--- config.mk ---
export PLATFORM = sky130hd
export DESIGN_NAME = dp_rr_arbiter
export DESIGN_NICKNAME = d
export VERILOG_FILES = /design/src/rtl/dp_rr_arbiter.sv
export SDC_FILE = /design/constraint.sdc
export NUM_CORES = 1
export LEC_CHECK = 0
export BUFFER_PORTS_ARGS = -buffer_cell sky130_fd_sc_hd__buf_4
export CAP_MARGIN = 40
export CORE_ASPECT_RATIO = 1.4
export CORE_MARGIN = 2
export CORE_UTILIZATION = 41
export DETAILED_ROUTE_END_ITERATION = 6
export GPL_ROUTABILITY_DRIVEN = 0
export PLACE_DENSITY = 0.74
export SYNTH_ARGS = -nofsm -noshare
export SYNTH_HDL_FRONTEND = slang
export SYNTH_SLANG_ARGS = --single-unit
--- constraint.sdc ---
create_clock -name clk -period 1.2 [get_ports clk]
set_input_delay 0 -clock clk [delete_from_list [all_inputs] [get_ports clk]]
set_output_delay 0 -clock clk [all_outputs]
set_load 0.02 [all_outputs]
--- src/rtl/dp_rr_arbiter.sv ---
// dp_rr_arbiter
// Shares one register-file/ALU datapath between two requesters. One
// operation is accepted at a time, arbitrated round-robin, executed for a
// single cycle on the datapath control bus, and its result Z/flags are
// returned with a one-cycle response pulse to the requester that won.
//
// Handshake: a request i is consumed on the cycle req_valid[i] & req_ready[i].
// req_ready is a combinational one-hot pulse raised only in IDLE. A requester
// may hold req_valid through EXEC/RESP without being consumed twice.
//
// Timing: accept at cycle N, execute (control bus driven) at N+1,
// rsp_valid at N+2. Throughput is one operation per three cycles.
//
// Optional feature: define DP_ARB_LOCK_EN to add req_lock[1:0]. A requester
// granted with its lock bit set keeps priority over a competitor for as
// long as it re-requests with lock held.
//
// Ports:
//   clk, reset            clock, synchronous active-high reset
//   req_valid/req_ready   2-bit request / one-hot accept
//   req{0,1}_*            per-requester operation fields
//   req_lock              (DP_ARB_LOCK_EN only) per-requester lock
//   selectImm..op         datapath control bus
//   Z, flags              datapath result (combinational from the bus)
//   rsp_valid/id/data/flags  response
//   busy                  high in any state other than IDLE
//   dbg_state_o           current FSM state (0 IDLE, 1 EXEC, 2 RESP)

module dp_rr_arbiter #(
  parameter int          DATA_W   = 16,
  parameter int          FLAG_W   = 5,
  parameter logic [3:0]  NOWR_REG = 4'd0
) (
  input  logic              clk,
  input  logic              reset,
  input  logic [1:0]        req_valid,
  output logic [1:0]        req_ready,
  input  logic [7:0]        req0_op,
  input  logic [7:0]        req0_imm,
  input  logic              req0_sel_imm,
  input  logic [3:0]        req0_ra,
  input  logic [3:0]        req0_rb,
  input  logic [3:0]        req0_rd,
  input  logic              req0_wr,
  input  logic [7:0]        req1_op,
  input  logic [7:0]        req1_imm,
  input  logic              req1_sel_imm,
  input  logic [3:0]        req1_ra,
  input  logic [3:0]        req1_rb,
  input  logic [3:0]        req1_rd,
  input  logic              req1_wr,
`ifdef DP_ARB_LOCK_EN
  input  logic [1:0]        req_lock,
`endif
  output logic              selectImm,
  output logic [3:0]        loadReg,
  output logic [3:0]        readRegA,
  output logic [3:0]        readRegB,
  output logic [7:0]        Imm,
  output logic [7:0]        op,
  input  logic [DATA_W-1:0] Z,
  input  logic [FLAG_W-1:0] flags,
  output logic              rsp_valid,
  output logic              rsp_id,
  output logic [DATA_W-1:0] rsp_data,
  output logic [FLAG_W-1:0] rsp_flags,
  output logic              busy,
  output logic [1:0]        dbg_state_o
);

  typedef enum logic [1:0] {
    IDLE = 2'd0,
    EXEC = 2'd1,
    RESP = 2'd2
  } state_e;

  state_e state_q, state_d;
  logic   rr_ptr_q;

  // Latched operation of the current winner.
  logic [7:0] op_q, imm_q;
  logic       sel_imm_q, wr_q, id_q;
  logic [3:0] ra_q, rb_q, rd_q;

  // Fields of the requester being granted this cycle.
  logic [7:0] op_d, imm_d;
  logic       sel_imm_d, wr_d;
  logic [3:0] ra_d, rb_d, rd_d;

  logic [DATA_W-1:0] rsp_data_q;
  logic [FLAG_W-1:0] rsp_flags_q;
  logic              rsp_id_q;

  logic gnt_any, gnt_id, prio, exec_act;

`ifdef DP_ARB_LOCK_EN
  logic lock_q;       // lock bit of the in-flight operation
  logic hold_q;       // last completed op was locked
  logic hold_id_q;    // requester that holds the lock
`endif

  // Arbitration and next state.
  always_comb begin
    state_d = state_q;
    gnt_any = 1'b0;
    prio    = rr_ptr_q;
`ifdef DP_ARB_LOCK_EN
    // While a lock is held rr_ptr stays put; the holder wins as long as it
    // keeps its lock up, and priority passes to the other side once it
    // drops the lock.
    if (hold_q) prio = req_lock[hold_id_q] ? hold_id_q : ~hold_id_q;
`endif
    gnt_id = (req_valid == 2'b11) ? prio : req_valid[1];
    case (state_q)
      IDLE: if (req_valid != 2'b00) begin
        gnt_any = 1'b1;
        state_d = EXEC;
      end
      EXEC:    state_d = RESP;
      RESP:    state_d = IDLE;
      default: state_d = IDLE;
    endcase
    if (reset) gnt_any = 1'b0;
    req_ready = gnt_any ? (gnt_id ? 2'b10 : 2'b01) : 2'b00;
  end

  // Field mux for the requester being granted.
  always_comb begin
    op_d      = gnt_id ? req1_op      : req0_op;
    imm_d     = gnt_id ? req1_imm     : req0_imm;
    sel_imm_d = gnt_id ? req1_sel_imm : req0_sel_imm;
    ra_d      = gnt_id ? req1_ra      : req0_ra;
    rb_d      = gnt_id ? req1_rb      : req0_rb;
    rd_d      = gnt_id ? req1_rd      : req0_rd;
    wr_d      = gnt_id ? req1_wr      : req0_wr;
  end

  // Datapath control bus: driven only in EXEC, idle values otherwise.
  // Gated by reset so the bus is idle for the whole reset cycle.
  always_comb begin
    exec_act  = (state_q == EXEC) && !reset;
    selectImm = 1'b0;
    loadReg   = NOWR_REG;
    readRegA  = 4'd0;
    readRegB  = 4'd0;
    Imm       = 8'd0;
    op        = 8'd0;
    if (exec_act) begin
      selectImm = sel_imm_q;
      loadReg   = wr_q ? rd_q : NOWR_REG;
      readRegA  = ra_q;
      readRegB  = rb_q;
      Imm       = imm_q;
      op        = op_q;
    end
  end

  assign busy        = (state_q != IDLE) && !reset;
  assign rsp_valid   = (state_q == RESP) && !reset;
  assign rsp_id      = rsp_id_q;
  assign rsp_data    = rsp_data_q;
  assign rsp_flags   = rsp_flags_q;
  assign dbg_state_o = state_q;

  always_ff @(posedge clk) begin
    if (reset) begin
      state_q     <= IDLE;
      rr_ptr_q    <= 1'b0;
      op_q        <= 8'd0;
      imm_q       <= 8'd0;
      sel_imm_q   <= 1'b0;
      ra_q        <= 4'd0;
      rb_q        <= 4'd0;
      rd_q        <= 4'd0;
      wr_q        <= 1'b0;
      id_q        <= 1'b0;
      rsp_data_q  <= '0;
      rsp_flags_q <= '0;
      rsp_id_q    <= 1'b0;
`ifdef DP_ARB_LOCK_EN
      lock_q      <= 1'b0;
      hold_q      <= 1'b0;
      hold_id_q   <= 1'b0;
`endif
    end else begin
      state_q <= state_d;
      if (gnt_any) begin
        op_q      <= op_d;
        imm_q     <= imm_d;
        sel_imm_q <= sel_imm_d;
        ra_q      <= ra_d;
        rb_q      <= rb_d;
        rd_q      <= rd_d;
        wr_q      <= wr_d;
        id_q      <= gnt_id;
`ifdef DP_ARB_LOCK_EN
        lock_q    <= req_lock[gnt_id];
`endif
      end
      // Z/flags are combinational from the bus, so the closing EXEC edge
      // captures the result of the operation being driven.
      if (state_q == EXEC) begin
        rsp_data_q  <= Z;
        rsp_flags_q <= flags;
        rsp_id_q    <= id_q;
      end
      // Round-robin pointer advances only on completion.
      if (state_q == RESP) begin
`ifdef DP_ARB_LOCK_EN
        if (lock_q) begin
          hold_q    <= 1'b1;
          hold_id_q <= id_q;
        end else begin
          hold_q   <= 1'b0;
          rr_ptr_q <= ~id_q;
        end
`else
        rr_ptr_q <= ~id_q;
`endif
      end
    end
  end

endmodule

==> impl.org <==
** Outcome
- The flow ran to the end, but the final reports show violations.
- Failing checks :: negative setup slack

** Worst setup path
- Launch instance of the worst register-to-register path :: dbg_state_o[0]
- Cell breakdown of the critical path :: buf_6, nor2b_4, buf_12, and3_4, buf_4
- The setup path with the least slack is of type reg -> out.
- Endpoint arrival time on the critical path :: roughly 1.5 ns
- The worst setup path is launched from a flip-flop.
- In this run the worst path has a maximum fanout of 20.
- The most critical setup path has its startpoint at dbg_state_o[1].
- Endpoint type of the worst setup path :: output port
- Slowest-stage cell, CP :: sky130_fd_sc_hd__dfxtp_4
- CP top delay family :: buffers and inverters
- The critical path contains buffers and inverters numbering 3 combined.
- For the worst setup path, the data required time is 1.20 ns.
- Largest stage delay, worst path :: 0.38 ns

** Hold path
- In this run the most critical hold path is launched from req0_imm[1].
- Hold/Removal Path Class :: in -> reg

** Floorplan
- IO Pins :: 142
- Core box area :: 0.00653 mm^2
- The initialized floorplan defines 35 standard-cell rows.
- Overall die width :: between 70 and 80 um
- Starting utilization of the core area :: 42.0%
- The die is roughly 100 um tall.
- The die covers 0.00737 mm^2.

** Timing
- Across the routed clock network, the largest skew measured is 0.00632 ns.
- Final setup violating endpoints :: 75
- Achievable Freq :: 674 MHz
- For the pin with the worst max-slew slack, the measured transition is 0.613 ns.
- Count of endpoints failing hold in the final timing report :: 0
- Headroom to the max-slew limit came out at 59.1%.
- Fin crit share :: 124%
- Crit path setup slack, layout :: -0.284 ns
- Final Max Slew Viols :: 0
- Final worst path period need :: between 1 and 1.5 ns
- The tightest hold path in the finished design has a slack of 0.00135 ns.
- Setup repair after global routing missed its margin :: yes

** Flow run
- Max-cap violations in this run came to 0.

** Routing
- The pre-antenna-repair detailed-routing pass consisted of 6 iterations.
- For this run, design rule violations remaining after detail routing come to 0.
- The first routing iteration left 220 violations.
- Summing over every cut layer, the via total after detailed routing is 3,691.
- The detail route stage leaves a number of antenna-violating nets equal to 0.
- In the routed layout, each cell is associated on average with a via count of 5.86.
- Routed wirelength normalized by instance count :: 18.3 um
- The final layout contains routed wiring with a total length of 11,500 um.

** Global routing
- Overall Global Routing Usage :: 28.3%
- The total overflow left after global routing is 0.
- Maximum number of pins on one net before global-route repair :: 53
- First-pass GRT wire length :: 16,600 um
- Number of global-route vias before repair :: 3,565
- Initial antenna violation count :: 0

** Cells and area
- Commonest cells after routing, fill and taps aside :: 130 x sky130_fd_sc_hd__buf_4, 77 x sky130_fd_sc_hd__dlygate4sd3_1, 54 x sky130_fd_sc_hd__dfxtp_1
- Share of final-layout standard cells stronger than drive strength 1 :: 39.4%
- Compared with the post-synthesis result, the final layout area differs by 91.8%.
- The multi-input combinational cells in the finished layout cover a total of 0.00156 mm^2.
- Cells fill 80.6% of the core in the end.
- Most common library cell in the layout ignoring fill and taps :: sky130_fd_sc_hd__buf_4
- Total of fill cells in the finished design :: 389
- Number of diodes added for antenna fixing :: 0
- Total area of sequential cells :: 0.00113 mm^2
- Number of nets at the end of the flow :: 640

** Power
- In this run the static leakage power is 0.00223 uW.
- Total power consumption of the routed design :: around 5000 uW
- The worst-case IR drop observed on VDD is ~630 uV.
- In this run the power density over the cells is 924 mW/mm^2.

** Clock network
- Total CTS buffers :: 5
- The H-tree was split into 2 levels.
- Clock-pin transition on the worst setup and hold timing paths :: about 0.1 ns
- The clock reaches the later pin of the worst-skew pair after 0.31 ns.
- The tree built by TritonCTS fans out to 56 sinks.
- The longest clock path from root to sink contains 2 buffers.
- TritonCTS built the clock tree.
- CTS placed an instance of sky130_fd_sc_hd__clkbuf_8 at the clock tree root.

** Yosys
- Yosys mapped the design onto 27 distinct sky130hd cell types.
- In this run the cell area of the synthesized design comes to around 0.0027 mm^2.
- The average instance in the mapped netlist occupies 8.16 um^2.
- Synth warnings :: 0
- Synthesis produced a netlist whose cell count is 336.
- Post-synthesis sequential area ratio :: ~41%
- #FFs+latches synth :: 56
- Counting every net in the synthesized netlist gives 421.

** Placed design
- Detailed placement ended at an HPWL of 6210 um.
- Before CTS, the worst setup slack after placement is -0.0694 ns.
- In this run the tool buffered the top-level ports with 141 buffer cells.
[timing repair]
item                       CTS  global route
hold buffers                76             1
hold endpoints to repair    50             1
pin swaps                   12            32
setup endpoints to repair   53            86
resized for setup           41            37
buffers inserted             6             4
cloned                       2             4
[metrics by stage]
stage	TNS, ns	cell area [um^2]	instances
4_1_cts	-10.82	5010	622
3_3_place_gp	-0.0456	3910	530
5_1_grt	-16.10	5260	630
6_report	-11.46	5260	630
2_1_floorplan	-0.522	2750	336
3_5_place_dp	-0.430	3910	530
[state kept, by name (all words and copies together), names as in the netlist]
name	count
id_q	1
op_q	8
rsp_flags	5
ra_q	4
rd_q	4
rsp_data	16
wr_q	1
sel_imm_q	1
rsp_id	1
imm_q	8
dbg_state_o	2
rb_q	4
prio	1
[area by class of cell]
cell class / count / area share, %
timing repair buffer: 254 / 45.1
clock buffer: 6 / 1.57
inverter: 2 / 0.143
sequential: 56 / 21.5
clock inverter: 2 / 0.262
tap: 74 / 1.76
multi-input combinational: 236 / 29.7
[worst paths after layout]
kind / end / slack [ns] / depth (start not counted)
max: Imm[1] / -0.28 / 5
min: imm_q[1] / 0.001 / 3
max reg2reg: ra_q[1] / -0.15 / 5
min reg2reg: rsp_data[12] / 0.46 / 2
[synth_stat cells (all sizes together)]
library cell | n | area share (%)
or2 | 2 | 0.55
o21ai | 31 | 5.7
nor3 | 1 | 0.37
inv | 2 | 0.27
buf | 24 | 4.9
nor4 | 1 | 0.23
nor2b | 2 | 0.73
nand2 | 44 | 6.0
dfxtp | 56 | 41
nor2 | 7 | 1.0
and3 | 29 | 6.6
nand2b | 2 | 0.46
nor3b | 1 | 0.27
nand3b | 30 | 8.2
o21a | 1 | 0.27
a21oi | 27 | 4.9
a31oi | 27 | 6.2
or3 | 1 | 0.23
a311oi | 30 | 9.6
clkbuf | 18 | 2.6
[power by group]
part	switching, uW	internal (uW)	total (uW)	leakage (uW)
clock network	649	471	1120	0.0000477
registers	91.0	2010	2100	0.000462
logic	751	890	1640	0.00172
total	1490	3370	4860	0.00223
[tightest hold or removal path, cell delays in order]
cell,delay (ns)
sky130_fd_sc_hd__buf_4,0.11
sky130_fd_sc_hd__o21ai_0,0.07
sky130_fd_sc_hd__a311oi_1,0.09
[cell families after synthesis]
logic type / share of synthesized area (%)
and+or+nand+nor: 24.7
AOI/OAI and AO/OA: 26.6
DFF: 40.9
buffers and inverters: 7.76
[routing by layer]
metal  vias to the layer above  wire length, um  global-route usage (%)
met4                         0              479                    13.4
met3                        48              904                    4.00
met1                      1723             4090                    32.5
met5                         -                0                       0
met2                       241             6020                    50.3
li1                       1679                -                       -
No activity file was read; power rests on OpenSTA's default activity.
